[config.mk]
export PLATFORM = sky130hd
export DESIGN_NAME = jesd_tx_link_ctrl
export DESIGN_NICKNAME = d
export VERILOG_FILES = /design/src/rtl/jesd_tx_pkg.sv /design/src/rtl/jesd_align_char.sv /design/src/rtl/jesd_tx_link_ctrl.sv
export SDC_FILE = /design/constraint.sdc
export NUM_CORES = 1
export LEC_CHECK = 0
export CORE_UTILIZATION = 49
export CTS_CLUSTER_DIAMETER = 120
export CTS_CLUSTER_SIZE = 25
export DETAILED_ROUTE_END_ITERATION = 10
export PLACE_DENSITY = 0.83
export SYNTH_ARGS = -nofsm -noshare
export SYNTH_HDL_FRONTEND = slang
export SYNTH_SLANG_ARGS = --single-unit
[constraint.sdc]
create_clock -name clk -period 9 [get_ports clk]
set_input_delay 1.35 -clock clk [delete_from_list [all_inputs] [get_ports clk]]
set_output_delay 1.35 -clock clk [all_outputs]
set_load 0.02 [all_outputs]
[src/rtl/jesd_tx_pkg.sv]
// Shared constants and types for the JESD204B-style TX link-layer sequencer.
package jesd_tx_pkg;
  localparam int F_OCT      = 4;
  localparam int K_FRM      = 32;
  localparam int ILAS_MF    = 4;
  localparam int REINIT_CYC = 20;
  localparam int LANES      = 8;
  localparam int LMFC_LEN   = F_OCT * K_FRM;
  localparam int CNT_W      = $clog2(LMFC_LEN);
  localparam int OCT_W      = $clog2(F_OCT);
  localparam int MF_W       = $clog2(ILAS_MF);
  localparam int LOW_W      = $clog2(REINIT_CYC + 1);

  localparam logic [7:0] K28_5 = 8'hBC;  // /K/ comma
  localparam logic [7:0] K28_0 = 8'h1C;  // /R/ multiframe start
  localparam logic [7:0] K28_3 = 8'h7C;  // /A/ multiframe end
  localparam logic [7:0] K28_4 = 8'h9C;  // /Q/ config start
  localparam logic [7:0] K28_7 = 8'hFC;  // /F/ frame end

  typedef enum logic [1:0] {
    ST_IDLE = 2'd0,
    ST_CGS  = 2'd1,
    ST_ILAS = 2'd2,
    ST_DATA = 2'd3
  } link_state_e;
endpackage

[src/rtl/jesd_align_char.sv]
// One lane's frame-final alignment-character substitution; remembers the
// original (unsubstituted) frame-final octet of the previous frame.
module jesd_align_char
  import jesd_tx_pkg::*;
(
  input  logic       clk,
  input  logic       rst_n,
  input  logic       clr_i,
  input  logic       eof_i,
  input  logic       eomf_i,
  input  logic [7:0] oct_i,
  output logic [7:0] oct_o,
  output logic       k_o
);
  logic [7:0] prev_q;
  logic       vld_q;
  logic       hit;

  assign hit   = eof_i && vld_q && (oct_i == prev_q);
  assign oct_o = hit ? (eomf_i ? K28_3 : K28_7) : oct_i;
  assign k_o   = hit;

  always_ff @(posedge clk or negedge rst_n) begin
    if (!rst_n) begin
      prev_q <= '0;
      vld_q  <= 1'b0;
    end else if (clr_i) begin
      vld_q  <= 1'b0;
    end else if (eof_i) begin
      prev_q <= oct_i;
      vld_q  <= 1'b1;
    end
  end
endmodule

[src/rtl/jesd_tx_link_ctrl.sv]
// TX link-layer sequencer: CGS -> ILAS -> DATA bring-up, LMFC keeping,
// alignment-character insertion and SYNC~ supervision for 8 lanes.
module jesd_tx_link_ctrl
  import jesd_tx_pkg::*;
(
  input  logic         clk,
  input  logic         rst_n,
  input  logic         link_en,
  input  logic         sync_n,
  input  logic [111:0] cfg_bytes,
  input  logic [63:0]  lane_in,
  output logic         framer_en,
  output logic [1:0]   framer_phase,
  output logic [63:0]  lane_out,
  output logic [7:0]   charisk,
  output logic [1:0]   link_state,
  output logic [7:0]   sync_err_cnt
);
  logic                       sync_m_q, sync_s_q;
  logic [CNT_W-1:0]           cnt_q, cnt_d;
  link_state_e                state_q, state_d;
  logic                       seen_q, seen_d;
  logic [MF_W-1:0]            mf_q, mf_d;
  logic [LOW_W-1:0]           low_q, low_d;
  logic [7:0]                 err_q, err_d;
  logic [63:0]                lane_out_q, lane_out_d;
  logic [7:0]                 charisk_q, charisk_d;

  logic                       lmfc_last, eof, ilas_last, in_link, reinit;
  logic [OCT_W-1:0]           nxt_oct;
  logic [7:0]                 cfg_arr [16];
  logic [3:0]                 cfg_idx;
  logic [LANES-1:0][7:0]      ilas_oct, data_oct;
  logic [LANES-1:0]           ilas_k, data_k;

  assign lmfc_last = (cnt_q == CNT_W'(LMFC_LEN - 1));
  assign cnt_d     = lmfc_last ? '0 : cnt_q + 1'b1;
  assign eof       = (cnt_q[OCT_W-1:0] == OCT_W'(F_OCT - 1));
  assign ilas_last = (state_q == ST_ILAS) && (mf_q == MF_W'(ILAS_MF - 1)) && lmfc_last;
  assign in_link   = (state_q == ST_ILAS) || (state_q == ST_DATA);
  assign reinit    = in_link && !sync_s_q && (low_q == LOW_W'(REINIT_CYC - 1));

  // Framer handshake: framer_en high in cycle t means lane_in carries valid
  // octets in cycle t+1, at octet-in-frame index framer_phase.
  assign nxt_oct      = cnt_q[OCT_W-1:0] + 1'b1;
  assign framer_en    = (state_q == ST_DATA) || ilas_last;
  assign framer_phase = framer_en ? nxt_oct : '0;

  assign lane_out     = lane_out_q;
  assign charisk      = charisk_q;
  assign link_state   = state_q;
  assign sync_err_cnt = err_q;

  always_comb begin
    state_d = state_q;
    seen_d  = 1'b0;
    mf_d    = '0;
    case (state_q)
      ST_IDLE: state_d = ST_CGS;
      ST_CGS: begin
        seen_d = seen_q | sync_s_q;
        if ((seen_q || sync_s_q) && lmfc_last) state_d = ST_ILAS;
      end
      ST_ILAS: begin
        mf_d = lmfc_last ? mf_q + 1'b1 : mf_q;
        if (ilas_last) state_d = ST_DATA;
      end
      default: ;
    endcase
    if (reinit)   state_d = ST_CGS;
    if (!link_en) state_d = ST_IDLE;
  end

  // A low run that ends before the re-init threshold counts as a sync error.
  always_comb begin
    low_d = (in_link && !sync_s_q) ? low_q + 1'b1 : '0;
    err_d = err_q;
    if (in_link && sync_s_q && (low_q != '0) && (low_q < LOW_W'(REINIT_CYC)) && (err_q != 8'hFF))
      err_d = err_q + 1'b1;
  end

  always_comb begin
    for (int b = 0; b < 14; b++) cfg_arr[b] = cfg_bytes[8*b +: 8];
    cfg_arr[14] = 8'h00;
    cfg_arr[15] = 8'h00;
    cfg_idx = 4'(cnt_q - CNT_W'(2));
    for (int i = 0; i < LANES; i++) begin
      ilas_oct[i] = 8'(cnt_q);
      ilas_k[i]   = 1'b0;
      if (cnt_q == '0) begin
        ilas_oct[i] = K28_0;
        ilas_k[i]   = 1'b1;
      end else if (lmfc_last) begin
        ilas_oct[i] = K28_3;
        ilas_k[i]   = 1'b1;
      end else if (mf_q == MF_W'(1) && cnt_q == CNT_W'(1)) begin
        ilas_oct[i] = K28_4;
        ilas_k[i]   = 1'b1;
      end else if (mf_q == MF_W'(1) && cnt_q <= CNT_W'(15)) begin
        ilas_oct[i] = cfg_arr[cfg_idx];
        if (cnt_q == CNT_W'(3)) ilas_oct[i][4:0] = 5'(i);
      end
    end
  end

  for (genvar g = 0; g < LANES; g++) begin : g_lane
    jesd_align_char u_align (
      .clk    (clk),
      .rst_n  (rst_n),
      .clr_i  (state_q != ST_DATA),
      .eof_i  (eof),
      .eomf_i (lmfc_last),
      .oct_i  (lane_in[8*g +: 8]),
      .oct_o  (data_oct[g]),
      .k_o    (data_k[g])
    );
  end

  always_comb begin
    lane_out_d = '0;
    charisk_d  = '0;
    if (link_en) begin
      case (state_q)
        ST_CGS: begin
          lane_out_d = {LANES{K28_5}};
          charisk_d  = '1;
        end
        ST_ILAS: begin
          lane_out_d = ilas_oct;
          charisk_d  = ilas_k;
        end
        ST_DATA: begin
          lane_out_d = data_oct;
          charisk_d  = data_k;
        end
        default: ;
      endcase
    end
  end

  always_ff @(posedge clk or negedge rst_n) begin
    if (!rst_n) begin
      sync_m_q   <= 1'b1;
      sync_s_q   <= 1'b1;
      cnt_q      <= '0;
      state_q    <= ST_IDLE;
      seen_q     <= 1'b0;
      mf_q       <= '0;
      low_q      <= '0;
      err_q      <= '0;
      lane_out_q <= '0;
      charisk_q  <= '0;
    end else begin
      sync_m_q   <= sync_n;
      sync_s_q   <= sync_m_q;
      cnt_q      <= cnt_d;
      state_q    <= state_d;
      seen_q     <= seen_d;
      mf_q       <= mf_d;
      low_q      <= low_d;
      err_q      <= err_d;
      lane_out_q <= lane_out_d;
      charisk_q  <= charisk_d;
    end
  end
endmodule

==> flow_summary_export.csv, run 1 <==
group,metric,value,unit
clock_network,cts_made_buffers,17,
yosys,postSynthCellCount,774,
cells_and_area,area_growth,39.0,%
sta,fmax,0.210,GHz
floorplan,coreArea,17200,µm²
sta,whs,0.359,ns
global_routing,grt_pass1_wl,40.6,mm
floorplan,num_io_pins,265,
yosys,async_reset_ff_share,100,%
yosys,synth-simple-area-share,9.32,%
yosys,avgSynthCellArea,11.1,µm²
sta,hold_violations,0,
setup_path,required,7.65,ns
clock_network,hold_buffers,0,
sta,grt_setup_unrepaired,"false",
sta,setup_viol,0,
clock_network,cts-resized-gates,0,
global_routing,grt_max_degree,110,
global_routing,grt_pass1_vias,7320,
yosys,ys_warn_count,0,
yosys,synth_area,8620,µm²
yosys,synth-xor-area-share,8.42,%
clock_network,cts_root_buf,"clkbuf_16",
global_routing,track_usage,30.1,%
yosys,ys_top_cells_by_count,"162 x dfrtp_1, 75 x xnor2_1, 71 x mux2_2",
setup_path,crit_fanout,29,
sta,layout_setup_ws,4.24,ns
setup_path,cp-end-kind,"primary output",
cells_and_area,fill_cells,1334,
outcome,status,"finished, final reports clean",
global_routing,antenna_found_initial,0,
clock_network,clock_path_buffers,2,
sta,tightest_slew,1.34,ns
drt,drt-vias-per-instance,5.78,
yosys,syn_nets,968,
yosys,synth_seq_cells,164,
placement,place_ws,4.80,ns
placement,hpwlAfterDp,19.3,mm
setup_path,crit_chain,"buf_4, ha_1, nand3_1, nor2_1, a31oi_1, nor2_1, clkdlybuf4s50_1",
setup_path,max_stage_delay,0.63,ns
clock_network,clk_pin_slew_worst_paths,0.06,ns
sta,finalSetupTns,0,ns
yosys,synth_top_flop_cell,"dfrtp_1",
floorplan,initial_core_util,50.0,%
job,drv_cap,0,
sta,finalCritPeriodShare,52.9,%
power,p_total,2.94,mW
yosys,synthMuxAreaShare,15.8,%
clock_network,clock_latency,0.43,ns
sta,period_minus_slack,4.76,ns
yosys,synth.most_common_cell,"dfrtp_1",
sta,slew-limit-headroom,9.91,%
sta,drv_slew,0,
power,peakVddDrop,0.187,mV
setup_path,worstSetupPathType,"register to primary output",
global_routing,grt.overflow.total,0,
clock_network,cts_setup_buffers,0,
drt,first_pass_iters,5,
drt,finalWirelength,26.4,mm
drt,initialDrtViolationCount,597,
setup_path,worst_path_max_delay_cell,"clkdlybuf4s50_1",
yosys,synth_top_area_share,47.0,%
clock_network,cts_num_sinks,164,
yosys,synth_top_family_by_area,"multiplexers",
drt,drc,0,
yosys,synth-edff-count,0,
drt,ant_nets,0,
clock_network,tritoncts,"yes",
floorplan,die_x,135,µm
drt,avgRoutedWirePerCell,20.9,µm
placement,io_buffers,264,
cells_and_area,antennaDiodeCount,0,
setup_path,cp-start-kind,"register",
yosys,synthDistinctLibCells,62,
clock_network,h-tree-depth,4,
floorplan,dieHeight,135,µm
floorplan,placementRows,48,
setup_path,path_common_cell,"nor2_1",
yosys,synth_top_area_cell,"dfrtp_1",
yosys,synth-seq-area-share,47.7,%
floorplan,die-area,18100,µm²
worst_hold_path,hp-class,"register to register",
power,power_leakage,4.95,nW
power,power_density,245,nW/µm²
cells_and_area,fin_nets,1221,
drt,vias,7305,
yosys,synth_compound_area_share,13.7,%
sta,clock_skew,0.00999,ns
yosys,synth_fa_ha_area_share,2.03,%
setup_path,arrival,3.41,ns
placement,routabilityCongestion,0.915,
cells_and_area,drive_gt1_share,12.8,%
yosys,synthTopCellsByArea,"dfrtp_1 47%, mux2_2 9.3%, xnor2_1 7.6%",
==> cell type report <==
cell class              count  area [µm²]  share of cell area (%)
multi-input cells         549        4250                    35.5
flip-flops and latches    164        4110                    34.3
repair buffers            270        2690                    22.4
clock buffers              17         425                    3.55
well taps                 225         282                    2.35
clock inverters            14         129                    1.08
inverters                  25        93.8                   0.783
==> metrics by stage <==
stage / util, % / instances / area (µm²)
floorplan: - / 774 / 8620
global placement: 66.3 / 1233 / 11400
detailed placement: 66.3 / 1233 / 11400
CTS: 69.5 / 1264 / 12000
global route: 69.5 / 1264 / 12000
finish: 69.5 / 1264 / 12000
==> placed cells by master (no fill, tap or decap), types with 5 or more instances in the layout <==
master and count:
clkdlybuf4s50_1 263, dfrtp_1 161, xnor2_1 75, mux2_2 71
a21oi_1 44, nand2_1 39, nor2_1 33, mux2i_1 31
o22ai_1 29, o21ai_0 28, inv_1 23, nand4_1 20
nor3_1 18, clkbuf_16 17, ha_1 14, nand3_1 13
o21ai_1 10, o311ai_1 10, mux4_2 8, a21o_1 8
xor2_1 6, a211oi_1 6, buf_4 6, nand2b_1 5
nor2b_1 5, a31oi_1 5, o41ai_1 5, or3_1 5
clkinvlp_4 5
==> report_power, final <==
group	switching (mW)	leakage (nW)	internal (mW)
Combinational	0.536	2.62	0.559
Clock	0.311	0.260	0.382
Sequential	0.156	2.07	0.992
==> registers in the layout, summed over array words and instances, names as in the netlist, 2 cells and up <==
name,flops
cnt_q,7
g_lane.u_align.prev_q,64
charisk,8
link_state,2
lane_out,64
low_q,5
mf_q,2
sync_err_cnt,8
==> critical path, delay by kind of cell (launching register included) <==
| family | cells | cell delay [ns] |
|---|---|---|
| buffers and inverters | 2 | 0.99 |
| DFF | 1 | 0.32 |
| adders and majority gates | 1 | 0.43 |
| and+or+nand+nor | 3 | 0.97 |
| AOI/OAI and AO/OA | 1 | 0.27 |
==> kinds of logic (layout without fill, tap and decap cells) <==
logic type / count (synthesis) / after routing
compound gates: 178 / 178
xor+xnor: 82 / 82
buf+inv: 61 / 326
flops: 164 / 164
simple gates: 159 / 159
mux: 116 / 116
fa+ha+maj: 14 / 14
==> per-layer routing <==
layer / global-route usage, % / wire length, µm
met2: 49.3 / 12800
met5: 0 / 0
met3: 6.72 / 1840
met1: 39.7 / 11100
met4: 9.80 / 677
==> path summary, 6_finish.rpt <==
check                      cells after the start                           to           from  slack (ns)
setup / recovery                               7              framer_phase[0]       cnt_q[1]        4.24
hold / removal                                 0                     sync_s_q       sync_m_q        0.36
setup reg to reg                               7                  lane_out[8]  link_state[1]        5.07
hold reg to reg                                0                     sync_s_q       sync_m_q        0.36
max in group asynchronous                      2                  lane_out[0]          rst_n        6.63
min in group asynchronous                      1  g_lane[5].u_align.prev_q[4]          rst_n        1.06
Power figures use the tool's default switching activity.
==> inputs of run 2 (changes only) <==
--- a/config.mk
+++ b/config.mk
@@ -5,11 +5,11 @@
 export SDC_FILE = /design/constraint.sdc
 export NUM_CORES = 1
 export LEC_CHECK = 0
-export CORE_UTILIZATION = 49
+export CORE_UTILIZATION = 43
 export CTS_CLUSTER_DIAMETER = 120
 export CTS_CLUSTER_SIZE = 25
 export DETAILED_ROUTE_END_ITERATION = 10
-export PLACE_DENSITY = 0.83
+export PLACE_DENSITY = 0.77
 export SYNTH_ARGS = -nofsm -noshare
 export SYNTH_HDL_FRONTEND = slang
 export SYNTH_SLANG_ARGS = --single-unit
==> constraint.sdc (replaced) <==
create_clock -name clk -period 4.05 [get_ports clk]
set_input_delay 0.6075 -clock clk [delete_from_list [all_inputs] [get_ports clk]]
set_output_delay 0.6075 -clock clk [all_outputs]
set_load 0.02 [all_outputs]
==> run 2 against run 1 <==
Clock power increased by 140%. Via count about the same. Worst hold slack got worse by 0.17 ns. Clock skew about the same. Largest power group unchanged. Critical path depth decreased by 3. Cell area increased by 1.5%. Global-route usage decreased by 2.6 points. Register-to-register slack got worse by 4.1 ns.
==> flow_summary_export.csv, run 2 (synthesis results as in run 1) <==
group,metric,value,unit
cells_and_area,final_common_cell,"clkdlybuf4s50_1",
power,power_leakage,5.03,nW
floorplan,coreArea,19500,µm²
drt,avgRoutedWirePerCell,20.9,µm
sta,clock_skew,0.00976,ns
clock_network,clock_latency,0.44,ns
power,power_density,547,nW/µm²
setup_path,cp-end-kind,"primary output",
placement,place_ws,1.08,ns
floorplan,die-area,20600,µm²
drt,finalWirelength,27.4,mm
clock_network,cts_made_buffers,17,
cells_and_area,area_growth,41.1,%
drt,initialDrtViolationCount,523,
cells_and_area,fill_cells,1599,
floorplan,dieHeight,144,µm
sta,setup_viol,0,
placement,routabilityCongestion,0.885,
setup_path,required,3.44,ns
global_routing,grt.overflow.total,0,
cells_and_area,seq_area,4110,µm²
floorplan,placementRows,51,
global_routing,grt_pass1_wl,41.8,mm
setup_path,cp-start-kind,"register",
floorplan,initial_core_util,44.1,%
cells_and_area,multiInputGateArea,4250,µm²
sta,finalSetupTns,0,ns
power,peakVddDrop,0.440,mV
cells_and_area,fin_util,62.3,%
drt,vias,7304,
worst_hold_path,hp-class,"input pin to async pin",
clock_network,cts-resized-gates,0,
drt,drt-vias-per-instance,5.56,
placement,hpwlAfterDp,20.6,mm
floorplan,die_x,144,µm
clock_network,clk_pin_slew_worst_paths,0.07,ns
drt,ant_nets,0,
sta,slew-limit-headroom,17.2,%
floorplan,num_io_pins,265,
clock_network,cts_root_buf,"clkbuf_16",
sta,period_minus_slack,3.37,ns
clock_network,cts_setup_buffers,0,
cells_and_area,most-common-layout-cells,"263 x clkdlybuf4s50_1, 161 x dfrtp_1, 75 x xnor2_1",
clock_network,clock_path_buffers,2,
clock_network,h-tree-depth,4,
sta,finalCritPeriodShare,83.2,%
job,drv_cap,0,
sta,fmax,0.297,GHz
drt,first_pass_iters,5,
clock_network,tritoncts,"yes",
sta,tightest_slew,1.24,ns
sta,layout_setup_ws,0.680,ns
global_routing,track_usage,27.5,%
placement,io_buffers,264,
outcome,status,"finished, final reports clean",
sta,grt_setup_unrepaired,"false",
global_routing,grt_pass1_vias,7453,
setup_path,worstSetupPathType,"register to primary output",
global_routing,antenna_found_initial,1,
power,p_total,6.66,mW
cells_and_area,fin_nets,1229,
global_routing,grt_max_degree,75,
clock_network,cts_num_sinks,164,
sta,hold_violations,0,
sta,drv_slew,0,
setup_path,crit_fanout,13,
clock_network,hold_buffers,0,
cells_and_area,drive_gt1_share,13.5,%
drt,drc,0,
setup_path,arrival,2.76,ns
-- run 2: cell count changes in the layout (fill, tap and decap cells not counted) --
cell,previous run,this run
clkinvlp_4,5,2
diode_2,0,1
clkinv_2,3,1
buf_4,6,13
clkinv_4,0,3
clkinv_8,0,1
clkbuf_8,0,1
buf_12,0,1
bufinv_16,1,2
-- run 2: area by class of cell --
type	instances	area share (%)
Multi-Input combinational cell	549	35.0
Clock inverter	14	1.39
Inverter	25	0.772
Sequential cell	164	33.8
Antenna cell	1	0.0206
Tap cell	265	2.73
Clock buffer	18	3.61
Timing Repair Buffer	278	22.7
-- run 2: path summary, 6_finish.rpt --
kind / cells past startpoint / start / end / slack (ns)
min reg2reg: 0 / sync_m_q / sync_s_q / 0.36
min: 1 / rst_n / g_lane[0].u_align.prev_q[6] / 0.19
max reg2reg: 7 / cnt_q[1] / lane_out[20] / 1.00
max: 4 / link_state[1] / framer_phase[1] / 0.68
max in group asynchronous: 2 / rst_n / lane_out[40] / 2.98
min in group clk: 0 / sync_m_q / sync_s_q / 0.36
-- run 2: routing by layer --
metal | global-route usage [%] | wire length (µm) | part of all wire [%]
met1 | 35.1 | 11600 | 42
met4 | 11.3 | 888 | 3.2
met5 | 0 | 0 | 0
met2 | 45.1 | 13300 | 48
met3 | 5.83 | 1680 | 6.1
-- run 2: power by group --
group          internal [mW]  switching (mW)
registers               2.20           0.354
clock network          0.942           0.708
logic                   1.26            1.19
-- run 2: worst max-delay path, cell delays in order (launching register included) --
cell and delay (ns):
dfrtp_1 0.75, ha_1 0.57, a31oi_1 0.24, nor2b_1 0.16, clkdlybuf4s50_1 0.61
-- run 2: through the flow --
stage	hold WS [ns]	cells	cell area, µm²
global route	0.238	1314	12200
finish	0.193	1314	12200
global placement	0.345	1281	11500
detailed placement	0.349	1281	11500
CTS	0.213	1313	12200
floorplan	0.312	774	8620
==> inputs of run 3 (changes only) <==
--- a/config.mk
+++ b/config.mk
@@ -5,11 +5,11 @@
 export SDC_FILE = /design/constraint.sdc
 export NUM_CORES = 1
 export LEC_CHECK = 0
-export CORE_UTILIZATION = 43
+export CORE_UTILIZATION = 48
 export CTS_CLUSTER_DIAMETER = 120
 export CTS_CLUSTER_SIZE = 25
 export DETAILED_ROUTE_END_ITERATION = 10
-export PLACE_DENSITY = 0.77
+export PLACE_DENSITY = 0.82
 export SYNTH_ARGS = -nofsm -noshare
 export SYNTH_HDL_FRONTEND = slang
 export SYNTH_SLANG_ARGS = --single-unit
==> constraint.sdc (replaced) <==
create_clock -name clk -period 3.4 [get_ports clk]
set_input_delay 0.51 -clock clk [delete_from_list [all_inputs] [get_ports clk]]
set_output_delay 0.51 -clock clk [all_outputs]
set_load 0.02 [all_outputs]
==> run 3 against run 2 <==
Sequential share of layout area barely moved. Power increased by 19%. Setup slack got worse by 0.37 ns. Via count rose by 0.36%. Die area fell by 10%. Non-clock buffer count rose by 10. Core utilization grew 7.6 points. Cell area barely moved. Sequential cell count stayed put. Critical path type unchanged.
==> flow_summary_export.csv, run 3 (synthesis results as in run 1) <==
group,metric,value,unit
floorplan,coreArea,17400,µm²
sta,grt_setup_unrepaired,"false",
setup_path,cp-startpoint,"cnt_q[1]",
sta,hold_violations,0,
clock_network,clock_latency,0.43,ns
drt,drt-vias-per-instance,5.71,
global_routing,grt_max_degree,86,
worst_hold_path,hp-class,"input pin to async pin",
cells_and_area,most-common-layout-cells,"263 x clkdlybuf4s50_1, 161 x dfrtp_1, 75 x xnor2_1",
sta,period_minus_slack,3.09,ns
floorplan,die_x,136,µm
placement,hpwlAfterDp,20.2,mm
setup_path,required,2.89,ns
sta,fmax,0.324,GHz
clock_network,tritoncts,"yes",
drt,drc,0,
power,power_density,652,nW/µm²
clock_network,cts_made_buffers,17,
power,peakVddDrop,0.512,mV
floorplan,die-area,18500,µm²
cells_and_area,instances_no_fill,1283,
drt,ant_nets,0,
clock_network,cts_root_buf,"clkbuf_16",
floorplan,initial_core_util,49.5,%
clock_network,cts-resized-gates,0,
global_routing,grt_pass1_vias,7440,
placement,dp_cells,1251,
global_routing,antenna_found_initial,1,
setup_path,cp-end-kind,"primary output",
sta,clock_skew,0.00960,ns
sta,tightest_slew,1.02,ns
clock_network,cts_num_sinks,164,
outcome,status,"finished, final reports clean",
cells_and_area,final_common_cell,"clkdlybuf4s50_1",
drt,vias,7330,
drt,avgRoutedWirePerCell,20.9,µm
setup_path,worstSetupPathType,"register to primary output",
floorplan,num_io_pins,265,
global_routing,track_usage,29.7,%
sta,drv_slew,0,
placement,io_buffers,264,
cells_and_area,fin_nets,1239,
sta,slew-limit-headroom,31.8,%
sta,finalCritPeriodShare,90.8,%
power,power_leakage,5.06,nW
setup_path,r2r-start,"cnt_q[1]",
placement,routabilityCongestion,0.913,
clock_network,cts_setup_buffers,0,
global_routing,grt.overflow.total,0,
drt,first_pass_iters,5,
floorplan,placementRows,48,
drt,finalWirelength,26.8,mm
clock_network,clk_pin_slew_worst_paths,0.06,ns
sta,setup_viol,0,
sta,finalSetupTns,0,ns
setup_path,crit_fanout,10,
clock_network,hold_buffers,0,
clock_network,clock_path_buffers,2,
setup_path,cp-start-kind,"register",
global_routing,grt_pass1_wl,40.7,mm
floorplan,dieHeight,136,µm
cells_and_area,area_growth,41.2,%
clock_network,h-tree-depth,4,
cells_and_area,drive_gt1_share,14.2,%
job,drv_cap,0,
setup_path,arrival,2.58,ns
drt,initialDrtViolationCount,587,
run 3: changes by cell type in the layout (fill, tap and decap cells not counted), sizes merged:
cell,change
clkinv,-4
clkinvlp,+2
inv,-2
clkbuf,+3
buf,+10
run 3: critical path, cell delays in order (launching register included):
cell	delay, ns
dfrtp_1	0.38
ha_1	0.16
buf_4	0.16
nand3_1	0.17
nor2_1	0.29
a31oi_1	0.20
nor2_1	0.17
clkdlybuf4s50_1	0.62
run 3: power by group:
group | total, mW | switching, mW | internal [mW]
logic | 2.95 | 1.44 | 1.51
clock network | 1.93 | 0.790 | 1.14
registers | 3.05 | 0.423 | 2.63
run 3: path summary, 6_finish.rpt:
path | end | slack (ns) | cells past startpoint
min | g_lane[6].u_align.prev_q[4] | 0.15 | 1
max in group asynchronous | lane_out[33] | 2.44 | 2
min in group clk | sync_s_q | 0.36 | 0
max | framer_phase[0] | 0.31 | 7
min reg2reg | sync_s_q | 0.36 | 0
max reg2reg | lane_out[26] | 0.54 | 8
run 3: final cells by class:
type | count | area (µm²)
Fill cell | 1290 | 5250
Multi-Input combinational cell | 549 | 4250
Sequential cell | 164 | 4110
Timing Repair Buffer | 288 | 2840
Clock buffer | 21 | 470
Tap cell | 225 | 282
Clock inverter | 10 | 121
Inverter | 25 | 93.8
Antenna cell | 1 | 2.50
run 3: metrics by stage:
| stage | hold slack [ns] | setup WS [ns] | power, mW | cell area [µm²] | utilization [%] |
|---|---|---|---|---|---|
| after global routing | 0.202 | 0.178 | 8.30 | 12200 | 69.9 |
| final | 0.153 | 0.313 | 7.93 | 12200 | 69.9 |
| after floorplan | 0.214 | 0.490 | 4.67 | 8620 | - |
| after CTS | 0.176 | 0.343 | 7.94 | 12200 | 69.8 |
| after global placement | 0.346 | 0.662 | 5.90 | 11600 | 66.5 |
| after detailed placement | 0.353 | 0.612 | 6.00 | 11600 | 66.5 |
run 3: routing by layer:
| layer | global-route usage, % | vias to the layer above | share of wire [%] |
|---|---|---|---|
| met4 | 9.81 | 0 | 2.6 |
| li1 | - | 3375 | - |
| met5 | 0 | - | 0 |
| met2 | 48.7 | 298 | 48 |
| met1 | 38.5 | 3609 | 42 |
| met3 | 7.38 | 48 | 7.4 |
